### config.mk
export PLATFORM = sky130hd
export DESIGN_NAME = contador_seq
export DESIGN_NICKNAME = d
export VERILOG_FILES = /design/src/rtl/contador_seq_pkg.sv /design/src/rtl/contador_seq_tick_div.sv /design/src/rtl/contador_seq.sv
export SDC_FILE = /design/constraint.sdc
export NUM_CORES = 1
export LEC_CHECK = 0
export BUFFER_PORTS_ARGS = -buffer_cell sky130_fd_sc_hd__buf_2
export CAP_MARGIN = 40
export CORE_MARGIN = 5
export CORE_UTILIZATION = 49
export CTS_CLUSTER_SIZE = 40
export DETAILED_ROUTE_END_ITERATION = 10
export HOLD_SLACK_MARGIN = 0.03
export PLACE_DENSITY = 0.76
export SYNTH_ARGS = -nofsm -noshare
export SYNTH_HDL_FRONTEND = slang
export SYNTH_SLANG_ARGS = --single-unit
### constraint.sdc
create_clock -name clk -period 1.9 [get_ports clk]
set_input_delay 0.57 -clock clk [delete_from_list [all_inputs] [get_ports clk]]
set_output_delay 0.57 -clock clk [all_outputs]
set_load 0.1 [all_outputs]
### src/rtl/contador_seq_pkg.sv
// contador_seq_pkg
// Shared definitions for the contador sequencer: sequencer state encoding,
// the counter data width, the width of the step counter and the default
// watchdog limit (one full wrap of the 4-bit counter).
package contador_seq_pkg;

  localparam int CNT_W         = 4;
  localparam int STEPS_W       = 5;
  localparam int MAX_STEPS_DEF = 16;

  typedef enum logic [1:0] {
    IDLE = 2'd0,
    LOAD = 2'd1,
    RUN  = 2'd2,
    DONE = 2'd3
  } state_t;

endpackage

### src/rtl/contador_seq_tick_div.sv
// tick_div
// Loadable down-counter that paces the sequencer's enable pulses.
// Ports:
//   clk        - system clock, rising edge
//   reset      - asynchronous active-low reset, clears the count to 0
//   reload     - load reload_val on the next edge (wins over run)
//   reload_val - value to load
//   run        - decrement the count on the next edge (stops at 0)
//   tick       - high while the count is 0
module tick_div
  import contador_seq_pkg::*;
#(
  parameter int DIV_W = 8
) (
  input  logic             clk,
  input  logic             reset,
  input  logic             reload,
  input  logic [DIV_W-1:0] reload_val,
  input  logic             run,
  output logic             tick
);

  logic [DIV_W-1:0] count_q;
  logic [DIV_W-1:0] count_d;

  // Reload has priority; the count saturates at 0 so a stalled
  // sequencer never sees the divider wrap underneath it.
  always_comb begin
    count_d = count_q;
    if (reload) begin
      count_d = reload_val;
    end else if (run && (count_q != '0)) begin
      count_d = count_q - 1'b1;
    end
  end

  always_ff @(posedge clk or negedge reset) begin
    if (!reset) begin
      count_q <= '0;
    end else begin
      count_q <= count_d;
    end
  end

  assign tick = (count_q == '0);

endmodule

### src/rtl/contador_seq.sv
// contador_seq
// Sequencer for the 4-bit loadable up/down counter. A host issues a
// start/end/direction/pace command; the block loads the counter, paces
// enable pulses every div+1 cycles and watches the fed-back count until it
// reaches the end value, or flags err after a full wrap without arriving.
// Ports:
//   clk, reset           - clock (rising edge) and async active-low reset
//   start                - command strobe, only honoured in IDLE
//   start_val, end_val   - initial and target counter values
//   dir                  - 1 = up, 0 = down
//   div                  - idle cycles between steps
//   abort                - cancel the running command
//   cont_in              - counter output fed back
//   load, a, b, c, d     - counter parallel load (a = bit 0 .. d = bit 3)
//   enable, updown       - counter step control
//   busy, done, err      - handshake and watchdog status
//   steps                - enable pulses issued for the current command
module contador_seq
  import contador_seq_pkg::*;
#(
  parameter int DIV_W     = 8,
  parameter int MAX_STEPS = MAX_STEPS_DEF
) (
  input  logic               clk,
  input  logic               reset,
  input  logic               start,
  input  logic [CNT_W-1:0]   start_val,
  input  logic [CNT_W-1:0]   end_val,
  input  logic               dir,
  input  logic [DIV_W-1:0]   div,
  input  logic               abort,
  input  logic [CNT_W-1:0]   cont_in,
  output logic               load,
  output logic               a,
  output logic               b,
  output logic               c,
  output logic               d,
  output logic               enable,
  output logic               updown,
  output logic               busy,
  output logic               done,
  output logic               err,
  output logic [STEPS_W-1:0] steps
);

  state_t             state_q, state_d;
  logic [CNT_W-1:0]   start_q, start_d;
  logic [CNT_W-1:0]   end_q, end_d;
  logic               dir_q, dir_d;
  logic [DIV_W-1:0]   div_q, div_d;
  logic [STEPS_W-1:0] steps_q, steps_d;
  logic               err_q, err_d;

  logic presc_reload;
  logic presc_run;
  logic presc_tick;
  logic at_end;
  logic at_limit;

  tick_div #(
    .DIV_W(DIV_W)
  ) u_tick_div (
    .clk       (clk),
    .reset     (reset),
    .reload    (presc_reload),
    .reload_val(div_q),
    .run       (presc_run),
    .tick      (presc_tick)
  );

  assign at_end   = (cont_in == end_q);
  assign at_limit = (steps_q == STEPS_W'(MAX_STEPS));

  // Next-state and output logic. Abort beats every RUN rule, and the
  // end-value compare beats the watchdog, which beats stepping, so enable
  // can never coincide with a matching count.
  always_comb begin
    state_d      = state_q;
    start_d      = start_q;
    end_d        = end_q;
    dir_d        = dir_q;
    div_d        = div_q;
    steps_d      = steps_q;
    err_d        = err_q;
    load         = 1'b0;
    enable       = 1'b0;
    done         = 1'b0;
    presc_reload = 1'b0;
    presc_run    = 1'b0;
    case (state_q)
      IDLE: begin
        if (start) begin
          start_d = start_val;
          end_d   = end_val;
          dir_d   = dir;
          div_d   = div;
          steps_d = '0;
          err_d   = 1'b0;
          state_d = LOAD;
        end
      end
      LOAD: begin
        if (abort) begin
          state_d = IDLE;
        end else begin
          load         = 1'b1;
          presc_reload = 1'b1;
          state_d      = RUN;
        end
      end
      RUN: begin
        if (abort) begin
          state_d = IDLE;
        end else if (at_end) begin
          state_d = DONE;
        end else if (at_limit) begin
          err_d   = 1'b1;
          state_d = DONE;
        end else if (presc_tick) begin
          enable       = 1'b1;
          presc_reload = 1'b1;
          steps_d      = steps_q + 1'b1;
        end else begin
          presc_run = 1'b1;
        end
      end
      DONE: begin
        done    = !abort;
        state_d = IDLE;
      end
      default: begin
        state_d = IDLE;
      end
    endcase
  end

  always_ff @(posedge clk or negedge reset) begin
    if (!reset) begin
      state_q <= IDLE;
      start_q <= '0;
      end_q   <= '0;
      dir_q   <= 1'b0;
      div_q   <= '0;
      steps_q <= '0;
      err_q   <= 1'b0;
    end else begin
      state_q <= state_d;
      start_q <= start_d;
      end_q   <= end_d;
      dir_q   <= dir_d;
      div_q   <= div_d;
      steps_q <= steps_d;
      err_q   <= err_d;
    end
  end

  // The latched command drives the counter's data and direction pins
  // continuously, so updown is already stable on every enable pulse.
  assign a      = start_q[0];
  assign b      = start_q[1];
  assign c      = start_q[2];
  assign d      = start_q[3];
  assign updown = dir_q;
  assign busy   = (state_q != IDLE);
  assign err    = err_q;
  assign steps  = steps_q;

endmodule

Yosys cells after proc, flatten, opt, wreduce, memory -nomap -nowiden
Cells that the tools add are included.

Register bits after elaboration: 33. Input bits: 25. Output and inout port bits: 15. Logic and storage cells: 67.

Add/subtract/negate cells: 2. Equality and inequality tests: 12. Mux-type cells: 33. Reductions and logical operators: 12.

Operators with widths (count): two-way mux 5 bit (5); two-way mux 1 bit (17); two-way mux 8 bit (2); inequality test 2 bit, second input constant (6); two-way mux 2 bit (5); one-hot mux 5 bit (2 select lines) (1); logical NOT 8 bit (1); one-hot mux 2 bit (4 select lines) (1); nonzero test 8 bit (1); subtractor 8 x 1 -> 8 bit, second input constant (1); AND reduction 6 bit (1); nonzero test 2 bit (3); adder 5 x 1 -> 5 bit, second input constant (1); equality test 5 bit, second input constant (1); AND reduction 5 bit (1); equality test 2 bit, second input constant (2); equality test 4 bit (1); inequality test 4 bit, second input constant (1); one-hot mux 1 bit (2 select lines) (2); AND reduction 2 bit (2); equality test 2 x 1 -> 1 bit, second input constant (1); logical NOT 2 bit (1); logical AND 1 bit (1); logical NOT 1 bit (1).

Depth between registers and ports, before layout
Depth after elaboration: 9. Depth in mapped cells: 7. Gate-level depth less buffers: 7.

Cells and area by module
From an unflattened synthesis, not the netlist that was laid out.

Cell total of the unflattened synthesis: 170. Area, all modules: 1839.3 um2.

Modules (own cells, without submodules): contador_seq (instances 1, cells each 110, area each 1293.7 um2, seq. area each 625.6 um2); tick_div (instances 1, cells each 60, area each 545.5 um2, seq. area each 200.2 um2).

Worst setup path before layout
No wires, ideal clock.

Path type: reg-to-output. Start point: register steps_q[0], in the netlist steps[0]. End point: output port enable. Arrival time: 3.318 ns. Required time: 1.330 ns. Setup slack: -1.988 ns. Cell stages (with the launch flop): 7. Buffers on the path: 0. Cells stage by stage: dfrtp_1 > inv_1 > ha_1 > and4bb_2 > a41oi_4 > nand2_1 > nor2_1.

Longest elaborated chain between the ends: 5.

RTL lines: start: declaration (RTL line contador_seq.sv:51) `logic [STEPS_W-1:0] steps_q, steps_d;`; start signal: assignment (RTL line contador_seq.sv:152) `steps_q <= steps_d;`; equality test 5 bit (RTL line contador_seq.sv:72) `assign at_limit = (steps_q == STEPS_W'(MAX_STEPS));`; two-way mux 1 bit (RTL line contador_seq.sv:116) `end else if (at_limit) begin`; two-way mux 1 bit (RTL line contador_seq.sv:114) `end else if (at_end) begin`; two-way mux 1 bit (RTL line contador_seq.sv:112) `if (abort) begin`; two-way mux 1 bit (RTL line contador_seq.sv:90) `case (state_q)`; end: declaration (RTL line contador_seq.sv:38) `output logic enable,`.

Every way passes these cells.

Final worst setup path
Same ends and word-level chain as after synthesis.

==> run_results.csv <==
group,metric,value,unit
power,irDropWorstVdd,1.06,mV
critical_path,required,1330,ps
run_status,failed_checks,"setup timing",
clock_network,numCtsBuffers,5,
sta,min_period_over_period,1.21,
sta,period_minus_slack,2300,ps
power,p_int,0.00254,W
critical_path,path_cells,"inv_4 -> ha_4 -> and4bb_4 -> a41oi_4 -> nand2_2 -> nor2_4 -> buf_12",
global_route,grt_max_degree,20,
yosys,synth_top_area_frac,0.433,
final_layout,nets,275,
sta,whs,198,ps
final_layout,drive_above_1_share,0.658,
placement,place.gp.congestion,0.879,
clock_network,cts_hold_buf,0,
sta,max_freq,0.435,GHz
sta,worst_slack,-397,ps
yosys,synth_common_cells,"dfrtp_1, mux2_2, inv_1, ha_1",
die,initial_core_util,0.513,
clock_network,h-tree-depth,2,
power,leakage,1.32,nW
yosys,synthArstFlopShare,1.00,
yosys,ys_dominant_reg_cell,"dfrtp_1",
yosys,synthTopCellsByArea,"dfrtp_1, mux2_2, mux2_4, ha_1, xnor2_2",
power,power,0.00444,W
yosys,syn_nets,184,
drt,firstDrtPassIters,4,
final_layout,antenna_cells,0,
critical_path,path_buf_inv,2,
global_route,grt_overflow,0,
drt,antenna_left,0,
placement,dp_cells,266,
final_layout,nFillCells,217,
die,die_x,72.4,µm
critical_path,worst-path-max-fanout,2,
hold_path,hold_path_class,"in2async",
sta,slew_headroom,0.666,
die,core,3720,µm²
critical_path,crit_path_start_kind,"register",
drt,drt-met1-wl,1960,µm
clock_network,root_buffer,"clkbuf_8",
placement,port_buffers,39,
sta,worst_pin_slew,504,ps
critical_path,r2r_slack,-250,ps
yosys,syn_area,1910,µm²
sta,rsz0062_at_grt,"true",
global_route,grt_pass1_wl,8160,µm
critical_path,r2r_cells,10,
critical_path,r2r_start,"steps[0]$_DFFE_PN0P_",
yosys,synthCells,151,
die,dieArea,5240,µm²
yosys,yosysSeqAreaShare,0.433,
critical_path,cp.depth,7,
power,power_frac_seq,0.282,
clock_network,clock_path_buffers,2,
yosys,synth_area_leader_cell,"dfrtp_1",
global_route,antenna_found_initial,0,
yosys,yosys.cell_types.count,44,
power,combPwrFrac,0.594,
die,rows,22,
critical_path,crit_end,"enable",
critical_path,slowest_delay,430,ps
final_layout,fin_cells,291,
drt,drt-initial-drc-count,80,
run_status,status,"complete, but fails checks",
final_layout,syn_to_final_growth,51.9,%
clock_network,clkTransAtPathRegs,70,ps
drt,routed-via-count,1598,
die,boundaryPins,40,
die,die_h,72.4,µm
drt,remaining_drc_errors,0,
critical_path,crit_slowest_cell,"dfrtp_4",
critical_path,critPathTopFamily,"simple AND/OR/NAND/NOR gates",
placement,hpwl,3450,µm
drt,dr_wl_met3,267,µm
global_route,first_global_vias,1716,
clock_network,cts_tree,"built",
critical_path,startpoint,"steps[0]$_DFFE_PN0P_",
drt,drt-wirelength-per-cell,17.0,µm
critical_path,end_kind,"output port",
critical_path,critPathKind,"reg2out",
clock_network,clock-sinks,33,
drt,via_per_inst,5.49,
sta,finalHoldViolCount,0,
power,switchingPower,0.00190,W
drt,top_layer_used,"met4",
drt,drt_wl_total,4950,µm
sta,fin_skew,3.46,ps
global_route,grtUsageTotal,0.201,
drt,wl_met2,2570,µm
flow_run,drv_cap,0,
sta,setup_viol,14,
power,clkPwrFrac,0.124,
yosys,ys_ff_latch,33,
yosys,synth-edff-count,0,
yosys,yosys.cell_count.top_type,"dfrtp_1",
yosys,yosysWarnings,0,
clock_network,clock_latency,290,ps
critical_path,r2r-end,"u_tick_div.count_q[5]$_DFFE_PN0P_",
yosys,avgSynthCellArea,12.6,µm²
sta,slew_violations,0,
power,power-per-cell-area,1530,nW/µm²
power,switching_share,0.428,
critical_path,arrival,1730,ps
[logic make-up (layout without fill, tap and decap cells)]
group                    count (synthesis)  count (layout)  share of synthesized area
flip-flops                              33              33                      0.433
multiplexers                            27              27                      0.172
buffers and inverters                   10             102                     0.0197
XOR/XNOR                                11              11                     0.0662
AND/OR/NAND/NOR                         41              41                      0.157
AO/OA/AOI/OAI                           21              21                      0.100
adder cells (fa/ha/maj)                  8               8                     0.0525
[cell usage in the layout, fill, tap and decap left out, drive strengths merged, types with 3 or more instances in the layout]
cell | netlist | final
buf | 0 | 85
dfrtp | 33 | 33
mux2 | 25 | 25
xnor2 | 11 | 11
inv | 9 | 9
nand2 | 8 | 8
ha | 8 | 8
clkbuf | 1 | 7
nand3 | 6 | 6
nor2 | 5 | 5
a21oi | 5 | 5
o21a | 3 | 3
nor2b | 3 | 3
o21ai | 3 | 3
nor4 | 3 | 3
[metal layers]
metal  global-route usage  up-vias
li1                     -      733
met5                    0        -
met1                0.227      785
met4               0.0963        0
met2                0.356       63
met3               0.0471       17
[power by group through the flow]
stage | Combinational, W | Sequential (W) | Clock (W)
finish | 0.00264 | 0.00125 | 0.000552
global route | 0.00278 | 0.00130 | 0.000606
detailed placement | 0.00230 | 0.00125 | 0
global placement | 0.00223 | 0.00122 | 0
floorplan | 0.00122 | 0.00161 | 0
CTS | 0.00245 | 0.00125 | 0.000562
[state kept, by name, summed over array words and instances, names as in the netlist]
register and count:
u_tick_div.count_q 8, updown 1, div_q 8, state_q 2, steps 5, err 1
end_q 4, start_q 4
[per-stage QoR]
stage / util / setup TNS [ps] / instance area (µm²) / setup WS (ps)
floorplan: - / -1900 / 1970 / -643
global placement: 0.686 / -939 / 2550 / -170
detailed placement: 0.686 / -1420 / 2550 / -188
CTS: 0.746 / -1490 / 2770 / -395
global route: 0.780 / -3540 / 2900 / -443
finish: 0.780 / -3040 / 2900 / -397
[area by class of cell]
type / instances / area [µm²] / area share
Clock inverter: 1 / 7.51 / 0.00259
Multi-Input combinational cell: 108 / 1190 / 0.411
Timing Repair Buffer: 85 / 669 / 0.231
Sequential cell: 33 / 837 / 0.289
Inverter: 9 / 46.3 / 0.0160
Tap cell: 48 / 60.1 / 0.0207
Clock buffer: 7 / 86.3 / 0.0298
[how the worst min path moves through the flow]
stage                                                   end  cells past startpoint  slack (ps)                 start
after floorplan                        div_q[0]$_DFFE_PN0P_                      0         270                 reset
after global routing                 state_q[0]$_DFFE_PN0P_                      1         210                 reset
after CTS                            state_q[0]$_DFFE_PN0P_                      1         200                 reset
final                                state_q[1]$_DFFE_PN0P_                      1         200                 reset
after global placement    u_tick_div.count_q[5]$_DFFE_PN0P_                      1         460  div_q[5]$_DFFE_PN0P_
after detailed placement  u_tick_div.count_q[5]$_DFFE_PN0P_                      1         470  div_q[5]$_DFFE_PN0P_
[timing repair]
item                                    in CTS  in global routing
pin swaps                                   10                  9
resized for setup                           17                 16
setup buffers                               10                 11
endpoints found under the setup margin      15                 16
Note: power is estimated with default switching activity, not from simulation.
